==> src/rtl/mac_pkg.sv <==
// Shared types and defaults for the MAC pipeline sequencer.
// The perf counters in this slice exist only when MAC_SEQ_CTRL_PERF_EN is defined.
package mac_pkg;

  typedef enum logic [1:0] {
    ST_IDLE  = 2'd0,
    ST_RUN   = 2'd1,
    ST_DRAIN = 2'd2,
    ST_DONE  = 2'd3
  } mac_state_e;

  localparam int MAC_PIPE_DEPTH = 5;
  localparam int MAC_LEN_W      = 10;

  // Counters park at all-ones instead of wrapping back to zero.
  function automatic logic [31:0] sat_inc32(input logic [31:0] v);
    return (v == 32'hFFFF_FFFF) ? v : v + 32'd1;
  endfunction

endpackage

==> src/rtl/mac_seq_ctrl_if.sv <==
// Job, operand and result signals of the MAC sequencer, plus its debug view.
// Used the same way whether or not MAC_SEQ_CTRL_PERF_EN is defined.
interface mac_seq_ctrl_if
  import mac_pkg::*;
#(
  parameter int LEN_W      = MAC_LEN_W,
  parameter int PIPE_DEPTH = MAC_PIPE_DEPTH
);
  localparam int CNT_W = $clog2(PIPE_DEPTH + 1);

  logic             i_start;
  logic [LEN_W-1:0] i_len;
  logic             i_op_valid;
  logic             o_op_ready;
  logic             o_issue;
  logic             o_inhibit;
  logic             i_pipe_valid;
  logic             i_out_ready;
  logic             o_out_last;
  logic             o_busy;
  logic             o_done;

  mac_state_e       dbg_state;
  logic [CNT_W-1:0] dbg_inflight;
  logic             dbg_err;

  // Handshakes: an operand pair moves when i_op_valid & o_op_ready, a result
  // moves when i_pipe_valid & i_out_ready; a valid stays up until taken.
  modport master (
    output i_start, i_len, i_op_valid, i_pipe_valid, i_out_ready,
    input  o_op_ready, o_issue, o_inhibit, o_out_last, o_busy, o_done,
    input  dbg_state, dbg_inflight, dbg_err
  );

  modport slave (
    input  i_start, i_len, i_op_valid, i_pipe_valid, i_out_ready,
    output o_op_ready, o_issue, o_inhibit, o_out_last, o_busy, o_done,
    output dbg_state, dbg_inflight, dbg_err
  );

endinterface

==> src/rtl/mac_seq_perf.sv <==
// Stall and job-length counters for the MAC sequencer.
// Instantiated only when MAC_SEQ_CTRL_PERF_EN is defined.
module mac_seq_perf
  import mac_pkg::*;
(
  input  logic        i_clk,
  input  logic        i_rst_n,
  input  logic        i_start_acc,
  input  logic        i_busy,
  input  logic        i_inhibit,
  output logic [31:0] o_stall_cycles,
  output logic [31:0] o_job_cycles
);

  logic [31:0] stall_q, stall_d;
  logic [31:0] job_q, job_d;

  always_comb begin
    stall_d = stall_q;
    job_d   = job_q;
    if (i_start_acc) begin
      stall_d = '0;
      job_d   = '0;
    end else if (i_busy) begin
      job_d = sat_inc32(job_q);
      if (i_inhibit) stall_d = sat_inc32(stall_q);
    end
  end

  always_ff @(posedge i_clk or negedge i_rst_n) begin
    if (!i_rst_n) begin
      stall_q <= '0;
      job_q   <= '0;
    end else begin
      stall_q <= stall_d;
      job_q   <= job_d;
    end
  end

  assign o_stall_cycles = stall_q;
  assign o_job_cycles   = job_q;

endmodule

==> src/rtl/mac_seq_ctrl.sv <==
// Sequencer for a PIPE_DEPTH-stage MAC pipeline: issues len operand pairs, drains results.
// MAC_SEQ_CTRL_PERF_EN adds o_stall_cycles, o_job_cycles and o_err.
module mac_seq_ctrl
  import mac_pkg::*;
#(
  parameter int PIPE_DEPTH = MAC_PIPE_DEPTH,
  parameter int LEN_W      = MAC_LEN_W
)(
  input  logic i_clk,
  input  logic i_rst_n,
  mac_seq_ctrl_if.slave bus
`ifdef MAC_SEQ_CTRL_PERF_EN
  ,
  output logic [31:0] o_stall_cycles,
  output logic [31:0] o_job_cycles,
  output logic        o_err
`endif
);

  localparam int CNT_W = $clog2(PIPE_DEPTH + 1);
  localparam logic [LEN_W-1:0] LEN_ONE = 1;
  localparam logic [CNT_W-1:0] CNT_ONE = 1;

  mac_state_e       state_q, state_d;
  logic [LEN_W-1:0] len_q, len_d;
  logic [LEN_W-1:0] issue_cnt_q, issue_cnt_d;
  logic [LEN_W-1:0] retired_q, retired_d;
  logic [CNT_W-1:0] inflight_q, inflight_d;
  logic             err_q, err_d;

  logic inhibit, op_ready, issue, retire, busy, start_acc;

  // Inhibit is purely combinational so it keeps working while in reset.
  always_comb begin
    inhibit   = bus.i_pipe_valid & ~bus.i_out_ready;
    op_ready  = (state_q == ST_RUN) & ~inhibit;
    issue     = bus.i_op_valid & op_ready;
    retire    = bus.i_pipe_valid & bus.i_out_ready;
    busy      = (state_q == ST_RUN) | (state_q == ST_DRAIN);
    start_acc = (state_q == ST_IDLE) & bus.i_start;
  end

  always_comb begin
    state_d     = state_q;
    len_d       = len_q;
    issue_cnt_d = issue_cnt_q;
    retired_d   = retired_q;
    inflight_d  = inflight_q;
    err_d       = err_q;

    if (issue && !retire) begin
      inflight_d = inflight_q + CNT_ONE;
    end else if (!issue && retire && inflight_q != '0) begin
      inflight_d = inflight_q - CNT_ONE;
    end

    if (retire && busy) retired_d = retired_q + LEN_ONE;
    if ((state_q == ST_IDLE) && bus.i_pipe_valid) err_d = 1'b1;

    case (state_q)
      ST_IDLE: begin
        if (start_acc) begin
          len_d       = bus.i_len;
          issue_cnt_d = '0;
          retired_d   = '0;
          state_d     = (bus.i_len != '0) ? ST_RUN : ST_DONE;
        end
      end
      ST_RUN: begin
        if (issue) begin
          issue_cnt_d = issue_cnt_q + LEN_ONE;
          if (issue_cnt_q == len_q - LEN_ONE) state_d = ST_DRAIN;
        end
      end
      ST_DRAIN: begin
        if (inflight_q == '0) state_d = ST_DONE;
      end
      ST_DONE: begin
        state_d = ST_IDLE;
      end
      default: begin
        state_d = ST_IDLE;
      end
    endcase
  end

  always_ff @(posedge i_clk or negedge i_rst_n) begin
    if (!i_rst_n) begin
      state_q     <= ST_IDLE;
      len_q       <= '0;
      issue_cnt_q <= '0;
      retired_q   <= '0;
      inflight_q  <= '0;
      err_q       <= 1'b0;
    end else begin
      state_q     <= state_d;
      len_q       <= len_d;
      issue_cnt_q <= issue_cnt_d;
      retired_q   <= retired_d;
      inflight_q  <= inflight_d;
      err_q       <= err_d;
    end
  end

  assign bus.o_inhibit    = inhibit;
  assign bus.o_op_ready   = op_ready;
  assign bus.o_issue      = issue;
  assign bus.o_busy       = busy;
  assign bus.o_done       = (state_q == ST_DONE);
  assign bus.o_out_last   = bus.i_pipe_valid & busy & (retired_q == len_q - LEN_ONE);
  assign bus.dbg_state    = state_q;
  assign bus.dbg_inflight = inflight_q;
  assign bus.dbg_err      = err_q;

`ifdef MAC_SEQ_CTRL_PERF_EN
  mac_seq_perf u_perf (
    .i_clk          (i_clk),
    .i_rst_n        (i_rst_n),
    .i_start_acc    (start_acc),
    .i_busy         (busy),
    .i_inhibit      (inhibit),
    .o_stall_cycles (o_stall_cycles),
    .o_job_cycles   (o_job_cycles)
  );
  assign o_err = err_q;
`endif

endmodule

==> src/flat_wrapper.sv <==
// flat-port wrapper written by rule: the top's interface ports become plain ports
module mac_seq_ctrl_flat import mac_pkg::*;
#(
  parameter int PIPE_DEPTH = MAC_PIPE_DEPTH,
  parameter int LEN_W      = MAC_LEN_W
)
  (i_clk, i_rst_n, bus_i_start, bus_i_len, bus_i_op_valid, bus_i_pipe_valid, bus_i_out_ready, bus_o_op_ready, bus_o_issue, bus_o_inhibit, bus_o_out_last, bus_o_busy, bus_o_done, bus_dbg_state, bus_dbg_inflight, bus_dbg_err);
  mac_seq_ctrl_if #(.LEN_W(LEN_W), .PIPE_DEPTH(PIPE_DEPTH)) bus_i ();
  input  logic i_clk;
  input  logic i_rst_n;
  input wire logic [$bits(bus_i.i_start)-1:0] bus_i_start;
  input wire logic [$bits(bus_i.i_len)-1:0] bus_i_len;
  input wire logic [$bits(bus_i.i_op_valid)-1:0] bus_i_op_valid;
  input wire logic [$bits(bus_i.i_pipe_valid)-1:0] bus_i_pipe_valid;
  input wire logic [$bits(bus_i.i_out_ready)-1:0] bus_i_out_ready;
  output wire logic [$bits(bus_i.o_op_ready)-1:0] bus_o_op_ready;
  output wire logic [$bits(bus_i.o_issue)-1:0] bus_o_issue;
  output wire logic [$bits(bus_i.o_inhibit)-1:0] bus_o_inhibit;
  output wire logic [$bits(bus_i.o_out_last)-1:0] bus_o_out_last;
  output wire logic [$bits(bus_i.o_busy)-1:0] bus_o_busy;
  output wire logic [$bits(bus_i.o_done)-1:0] bus_o_done;
  output wire logic [$bits(bus_i.dbg_state)-1:0] bus_dbg_state;
  output wire logic [$bits(bus_i.dbg_inflight)-1:0] bus_dbg_inflight;
  output wire logic [$bits(bus_i.dbg_err)-1:0] bus_dbg_err;
  assign bus_i.i_start = bus_i_start;
  assign bus_i.i_len = bus_i_len;
  assign bus_i.i_op_valid = bus_i_op_valid;
  assign bus_i.i_pipe_valid = bus_i_pipe_valid;
  assign bus_i.i_out_ready = bus_i_out_ready;
  assign bus_o_op_ready = bus_i.o_op_ready;
  assign bus_o_issue = bus_i.o_issue;
  assign bus_o_inhibit = bus_i.o_inhibit;
  assign bus_o_out_last = bus_i.o_out_last;
  assign bus_o_busy = bus_i.o_busy;
  assign bus_o_done = bus_i.o_done;
  assign bus_dbg_state = bus_i.dbg_state;
  assign bus_dbg_inflight = bus_i.dbg_inflight;
  assign bus_dbg_err = bus_i.dbg_err;
  mac_seq_ctrl #(.PIPE_DEPTH(PIPE_DEPTH), .LEN_W(LEN_W)) u_core (.i_clk(i_clk), .i_rst_n(i_rst_n), .bus(bus_i));
endmodule
==> config.mk <==
export PLATFORM = sky130hd
export DESIGN_NAME = mac_seq_ctrl_flat
export DESIGN_NICKNAME = d
export VERILOG_FILES = /design/src/rtl/mac_pkg.sv /design/src/rtl/mac_seq_ctrl_if.sv /design/src/rtl/mac_seq_perf.sv /design/src/rtl/mac_seq_ctrl.sv /design/src/flat_wrapper.sv
export SDC_FILE = /design/constraint.sdc
export NUM_CORES = 1
export LEC_CHECK = 0
export CAP_MARGIN = 20
export CORE_ASPECT_RATIO = 1.2
export CORE_UTILIZATION = 60
export DETAILED_ROUTE_END_ITERATION = 8
export DONT_BUFFER_PORTS = 1
export PLACE_DENSITY_LB_ADDON = 0.2
export SLEW_MARGIN = 20
export SYNTH_ARGS = -nofsm -noshare
export SYNTH_HDL_FRONTEND = slang
export SYNTH_HIERARCHICAL = 1
export SYNTH_SLANG_ARGS = --single-unit
==> constraint.sdc <==
create_clock -name i_clk -period 6.55 [get_ports i_clk]
set_input_delay 0.655 -clock i_clk [delete_from_list [all_inputs] [get_ports i_clk]]
set_output_delay 0.655 -clock i_clk [all_outputs]
set_load 0.05 [all_outputs]
==> results.yml, run 1 <==
sta:
  tightest_slew_ns: 0.756
  period_minus_slack_ns: 3.45
  fmax_mhz: 290
  setup_violations: 0
  hold_violations: 0
  rsz0062_at_grt: "no"
  skew_ns: 0.00529
  tns_ns: 0
  finalCritPeriodShare_pct: 52.6
  slew_violations: 0
  slew-limit-headroom_pct: 49.6
pwr:
  power_frac_comb_pct: 47.7
  power.internal_mw: 0.568
  design_power_total_mw: 1.12
  switchingPower_mw: 0.553
  powerDensity_mw_per_mm2: 453
  ir_drop_v: 0.000296
  leakagePower_nw: 1.11
  power_frac_seq_pct: 39.2
  switching_share_pct: 49.3
  power.clock.fraction_pct: 13.2
clock_network:
  ctsResizeCount: 0
  clk_latency_ns: 0.29
  cts_buffers: 5
  clk_pin_slew_worst_paths_ns: 0.07
  cts_tree: "yes"
  cts_setup_buffers: 0
  cts.path.max_buffers: 2
  clockRootBuffer: "clkbuf_8"
  ctsHoldBuffers: 0
  cts_num_sinks: 36
  cts-htree-levels: 2
grt:
  first_global_vias: 1847
  grt_pass1_wl_um: 8080
  antenna_found_initial: 0
  globalRoute.totalOverflow: 0
  grtUsageTotal_pct: 25.4
  grt_start_max_net_pins: 37
worst_setup_path:
  cp.required_ns: 5.89
  crit_family: "flip-flops"
  path_buf_inv: 2
  max_stage_delay_ns: 0.68
  critical_path.slowest_cell: "dfrtp_1"
  critPathLaunchType: "register"
  arrival_ns: 2.79
  path_cells: "inv_1, ha_1, nand4_1, nor3_1, nand3b_1, a2111oi_2, buf_4"
  cp_max_fo: 4
  end_kind: "primary output"
  path_class: "register to primary output"
logic_synthesis:
  synth_top_cell_by_area: "dfrtp_1"
  synth_top_cells_by_count: "nand2_1 (41), dfrtp_1 (36), nor2_1 (30), xor2_1 (22), o21ai_0 (16)"
  synth_edf_count: 0
  yosys_register_bits: 36
  yosys_warnings: 6
  async_flop_share_pct: 100
  synth_nets: 295
  synthFlopType: "dfrtp_1"
  netlist_area_mm2: 0.00237
  ys_top_cells_by_area: "dfrtp_1 (38%), xor2_1 (8.1%), nand2_1 (6.5%), xnor2_1 (5.2%), nor2_1 (4.8%)"
  synth_cell_types: 44
  synth_top_area_share_pct: 38.0
  yosysMostFrequentCell: "nand2_1"
  avgSynthCellArea_um2: 8.74
  seq_area_frac_synth_pct: 38.0
  synthCells: 271
finish:
  diodes: 0
  syn2layout_area_growth_pct: 4.54
  final_nets: 293
  drive_above_1_share_pct: 7.06
floorplanning:
  ios: 28
  core_mm2: 0.00369
  die_area_mm2: 0.00420
  chipHeight_um: 70.8
  initial_core_util_pct: 64.1
  die_w_um: 59.4
  row_count: 24
placement:
  dp_hpwl_um: 3490
  gp_congestion: 0.829
  portBuffers: 0
flow_run:
  maxCapViolations: 0
outcome:
  status: "finished, final reports clean"
detailed_routing:
  firstDrtPassIters: 4
  num_vias: 1888
  postRouteAntennaNets: 0
  route.detailed.drc: 0
  vias_per_cell: 5.88
  wirelength_um: 4730
  wl_per_cell_um: 14.7
  drt_iter0_markers: 103
min_path:
  hold_class: "input port to async pin"
## cell usage in the layout (no fill, tap or decap), types with 6 or more instances in the layout
cell type | Yosys | final
nor3_1 | 6 | 6
nand4_1 | 9 | 9
inv_1 | 9 | 9
xnor2_1 | 14 | 14
ha_1 | 7 | 7
nand3_1 | 6 | 6
nand2_1 | 41 | 41
xor2_1 | 22 | 22
a21oi_1 | 7 | 7
nor2_1 | 30 | 30
and3_1 | 6 | 6
o21ai_0 | 16 | 16
dfrtp_1 | 36 | 36
## power by group through the flow
| stage | registers, mW | logic, mW | clock network, mW |
|---|---|---|---|
| 3_5_place_dp | 0.442 | 0.527 | 0 |
| 4_1_cts | 0.438 | 0.532 | 0.152 |
| 6_report | 0.439 | 0.534 | 0.147 |
| 5_1_grt | 0.452 | 0.589 | 0.162 |
| 2_1_floorplan | 0.402 | 0.480 | 0 |
| 3_3_place_gp | 0.439 | 0.518 | 0 |
## sequential cells by signal, summed over array words and instances, names as in the netlist
signal and flops:
u_core/bus.dbg_err 1, u_core/bus.dbg_inflight 3, u_core/bus.dbg_state 2, u_core/issue_cnt_q 10, u_core/len_q 10, u_core/retired_q 10
## worst paths after layout
| check | startpoint | end | slack (ns) | cells past startpoint |
|---|---|---|---|---|
| max | u_core/bus.dbg_state[0] | bus_o_out_last | 3.10 | 7 |
| min | i_rst_n | u_core/retired_q[9] | 0.05 | 0 |
| max reg2reg | u_core/bus.dbg_state[1] | u_core/bus.dbg_inflight[1] | 3.52 | 9 |
| min reg2reg | u_core/retired_q[9] | u_core/retired_q[9] | 0.58 | 2 |
| max in group asynchronous | i_rst_n | u_core/len_q[6] | 6.41 | 0 |
| min in group i_clk | bus_i_len[8] | u_core/len_q[8] | 0.47 | 2 |
## cell type report
cell class	count	area, µm²
multi-input combinational	216	1390
fill	305	1220
sequential	36	901
clock buffer	6	72.6
tap	52	65.1
inverter	9	33.8
timing repair buffer	1	7.51
clock inverter	1	5.00
## kinds of logic after synthesis
group           after synthesis  synth area share (%)
compound gates               42                  11.3
xor+xnor                     36                  13.3
fa+ha+maj                     8                  4.54
buf+inv                      19                  3.49
flops                        36                  38.0
mux                           8                  3.54
simple gates                122                  25.8
## layer usage
metal / vias up / routed length (µm) / global-route usage, %
li1: 930 / - / -
met5: - / 0 / 0
met1: 897 / 2150 / 34.2
met4: 0 / 65 / 8.73
met2: 54 / 2230 / 39.7
met3: 7 / 287 / 6.22
## stage by stage
| step | hold WS (ns) | instance area (µm²) | setup WS, ns | util (%) | cells |
|---|---|---|---|---|---|
| after global placement | 0.360 | 2400 | 3.42 | 64.9 | 314 |
| after detailed placement | 0.360 | 2400 | 3.40 | 64.9 | 314 |
| after CTS | 0.0480 | 2480 | 3.09 | 67.0 | 321 |
| final | 0.0539 | 2480 | 3.10 | 67.0 | 321 |
| after floorplan | 0.359 | 2370 | 1.70 | - | 271 |
| after global routing | 0.0338 | 2480 | 2.95 | 67.0 | 321 |
Note: power is estimated with default switching activity, not from simulation.
==> run 2, diff against run 1 <==
==> constraint.sdc (replaced) <==
create_clock -name i_clk -period 3.5 [get_ports i_clk]
set_input_delay 0.35 -clock i_clk [delete_from_list [all_inputs] [get_ports i_clk]]
set_output_delay 0.35 -clock i_clk [all_outputs]
set_load 0.05 [all_outputs]
==> run 2 against run 1 <==
  * Worst setup slack got worse by 2.7 ns
  * Clock skew up 0.00083 ns
  * Critical path depth unchanged
  * Global-route usage increased by 0.24 points
  * Sequential power is 81% higher
  * Register-to-register slack got worse by 3.0 ns
  * Cell area rose by 2.7%
  * Non-clock buffer count grew 3
  * Sequential share of layout area decreased by 0.97 points
  * Critical endpoint unchanged
  * Clock-buffer cell count stayed put
  * Highest routed layer unchanged
  * Power is 95% higher
  * Combinational power increased by 95%
==> results.yml, run 2 (synthesis gave the netlist of run 1 again) <==
floorplanning:
  die_w_um: 59.4
  row_count: 24
  core_mm2: 0.00369
  initial_core_util_pct: 64.1
  chipHeight_um: 70.8
  ios: 28
  die_area_mm2: 0.00420
sta:
  setup_violations: 0
  fmax_mhz: 318
  layout_setup_ws_ns: 0.359
  period_minus_slack_ns: 3.14
  rsz0062_at_grt: "no"
  skew_ns: 0.00612
  hold_violations: 0
  slew-limit-headroom_pct: 51.7
  tns_ns: 0
  tightest_slew_ns: 0.725
  finalCritPeriodShare_pct: 89.7
  slew_violations: 0
clock_network:
  ctsResizeCount: 0
  clk_latency_ns: 0.29
  clk_pin_slew_worst_paths_ns: 0.07
  cts.path.max_buffers: 2
  cts-htree-levels: 2
  cts_setup_buffers: 0
  cts_num_sinks: 36
  cts_buffers: 5
  clockRootBuffer: "clkbuf_8"
  cts_tree: "yes"
pwr:
  leakagePower_nw: 1.14
  powerDensity_mw_per_mm2: 860
  ir_drop_v: 0.000828
finish:
  diodes: 0
  syn2layout_area_growth_pct: 7.40
  final_cell_area_mm2: 0.00254
  final-seq-area_um2: 901
  nFillCells: 306
  reg_top3: "u_core/issue_cnt_q: 10 flops, u_core/len_q: 10 flops, u_core/retired_q: 10 flops"
  drive_above_1_share_pct: 8.06
  multi_input_area_mm2: 0.00139
  final_nets: 296
  layout_common_cells: "nand2_1 (41), dfrtp_1 (36), nor2_1 (30)"
  mostFrequentLayoutCell: "nand2_1"
detailed_routing:
  route.detailed.drc: 0
  drt_iter0_markers: 55
  wl_per_cell_um: 14.6
  postRouteAntennaNets: 0
  num_vias: 1883
  wirelength_um: 4740
  firstDrtPassIters: 4
  vias_per_cell: 5.79
worst_setup_path:
  path_class: "register to primary output"
  critPathLaunchType: "register"
  critical_path.slowest_cell: "dfrtp_1"
  max_stage_delay_ns: 0.68
  arrival_ns: 2.79
  crit_family: "flip-flops"
  path_buf_inv: 2
  end_kind: "primary output"
  path_cells: "inv_1, ha_1, nand4_1, nor3_1, nand3b_1, a2111oi_2, buf_4"
  cp_max_fo: 4
  cp.required_ns: 3.15
placement:
  dp_slack_ns: 0.497
  portBuffers: 0
  gp_congestion: 0.798
  place_area_mm2: 0.00241
  dp_hpwl_um: 3520
grt:
  grt_pass1_wl_um: 8230
  grt_start_max_net_pins: 37
  first_global_vias: 1896
  antenna_found_initial: 0
  globalRoute.totalOverflow: 0
  grtUsageTotal_pct: 25.7
outcome:
  status: "finished, final reports clean"
min_path:
  hold_class: "input port to register"
flow_run:
  maxCapViolations: 0
-- run 2: cell type report --
class                      count  share of cell area [%]
sequential                    36                    35.4
multi-input combinational    216                    54.7
clock buffer                   6                    2.85
timing repair buffer           4                    1.77
clock inverter                 2                    1.38
inverter                       9                    1.33
tap                           52                    2.56
-- run 2: routing by layer --
metal	up-vias	GRT usage (%)	wire [µm]
li1	936	-	-
met1	884	33.0	2130
met2	56	41.3	2300
met3	7	6.95	233
met4	0	8.73	76
met5	-	0	0
-- run 2: power by group --
group	switching (mW)	internal (mW)
Clock	0.147	0.211
Combinational	0.622	0.413
Sequential	0.271	0.523
Total	1.04	1.15
-- run 2: final timing paths --
check | startpoint | endpoint | slack (ns) | depth (start not counted)
max in group asynchronous | i_rst_n | u_core/issue_cnt_q[2] | 2.77 | 2
min | bus_i_len[3] | u_core/len_q[3] | 0.16 | 2
min in group asynchronous | i_rst_n | u_core/retired_q[2] | 0.54 | 2
min reg2reg | u_core/len_q[1] | u_core/len_q[1] | 0.58 | 2
max | u_core/bus.dbg_state[1] | bus_o_out_last | 0.36 | 7
max reg2reg | u_core/bus.dbg_state[1] | u_core/bus.dbg_inflight[1] | 0.50 | 9
-- run 2: stage by stage --
step / total power, mW / std cells / util, % / hold slack (ns)
global route: 2.35 / 325 / 68.9 / 0.166
CTS: 2.20 / 325 / 68.9 / 0.156
finish: 2.19 / 325 / 68.9 / 0.163
global placement: 1.81 / 315 / 65.1 / 0.0550
detailed placement: 1.82 / 315 / 65.1 / 0.0549
floorplan: 1.66 / 271 / - / 0.0544
-- run 2: repair_timing --
action / 4_1_cts / 5_1_grt
hold buffers: 2 / 0
endpoints found under the setup margin: 0 / 0
hold endpoints to repair: 36 / 0
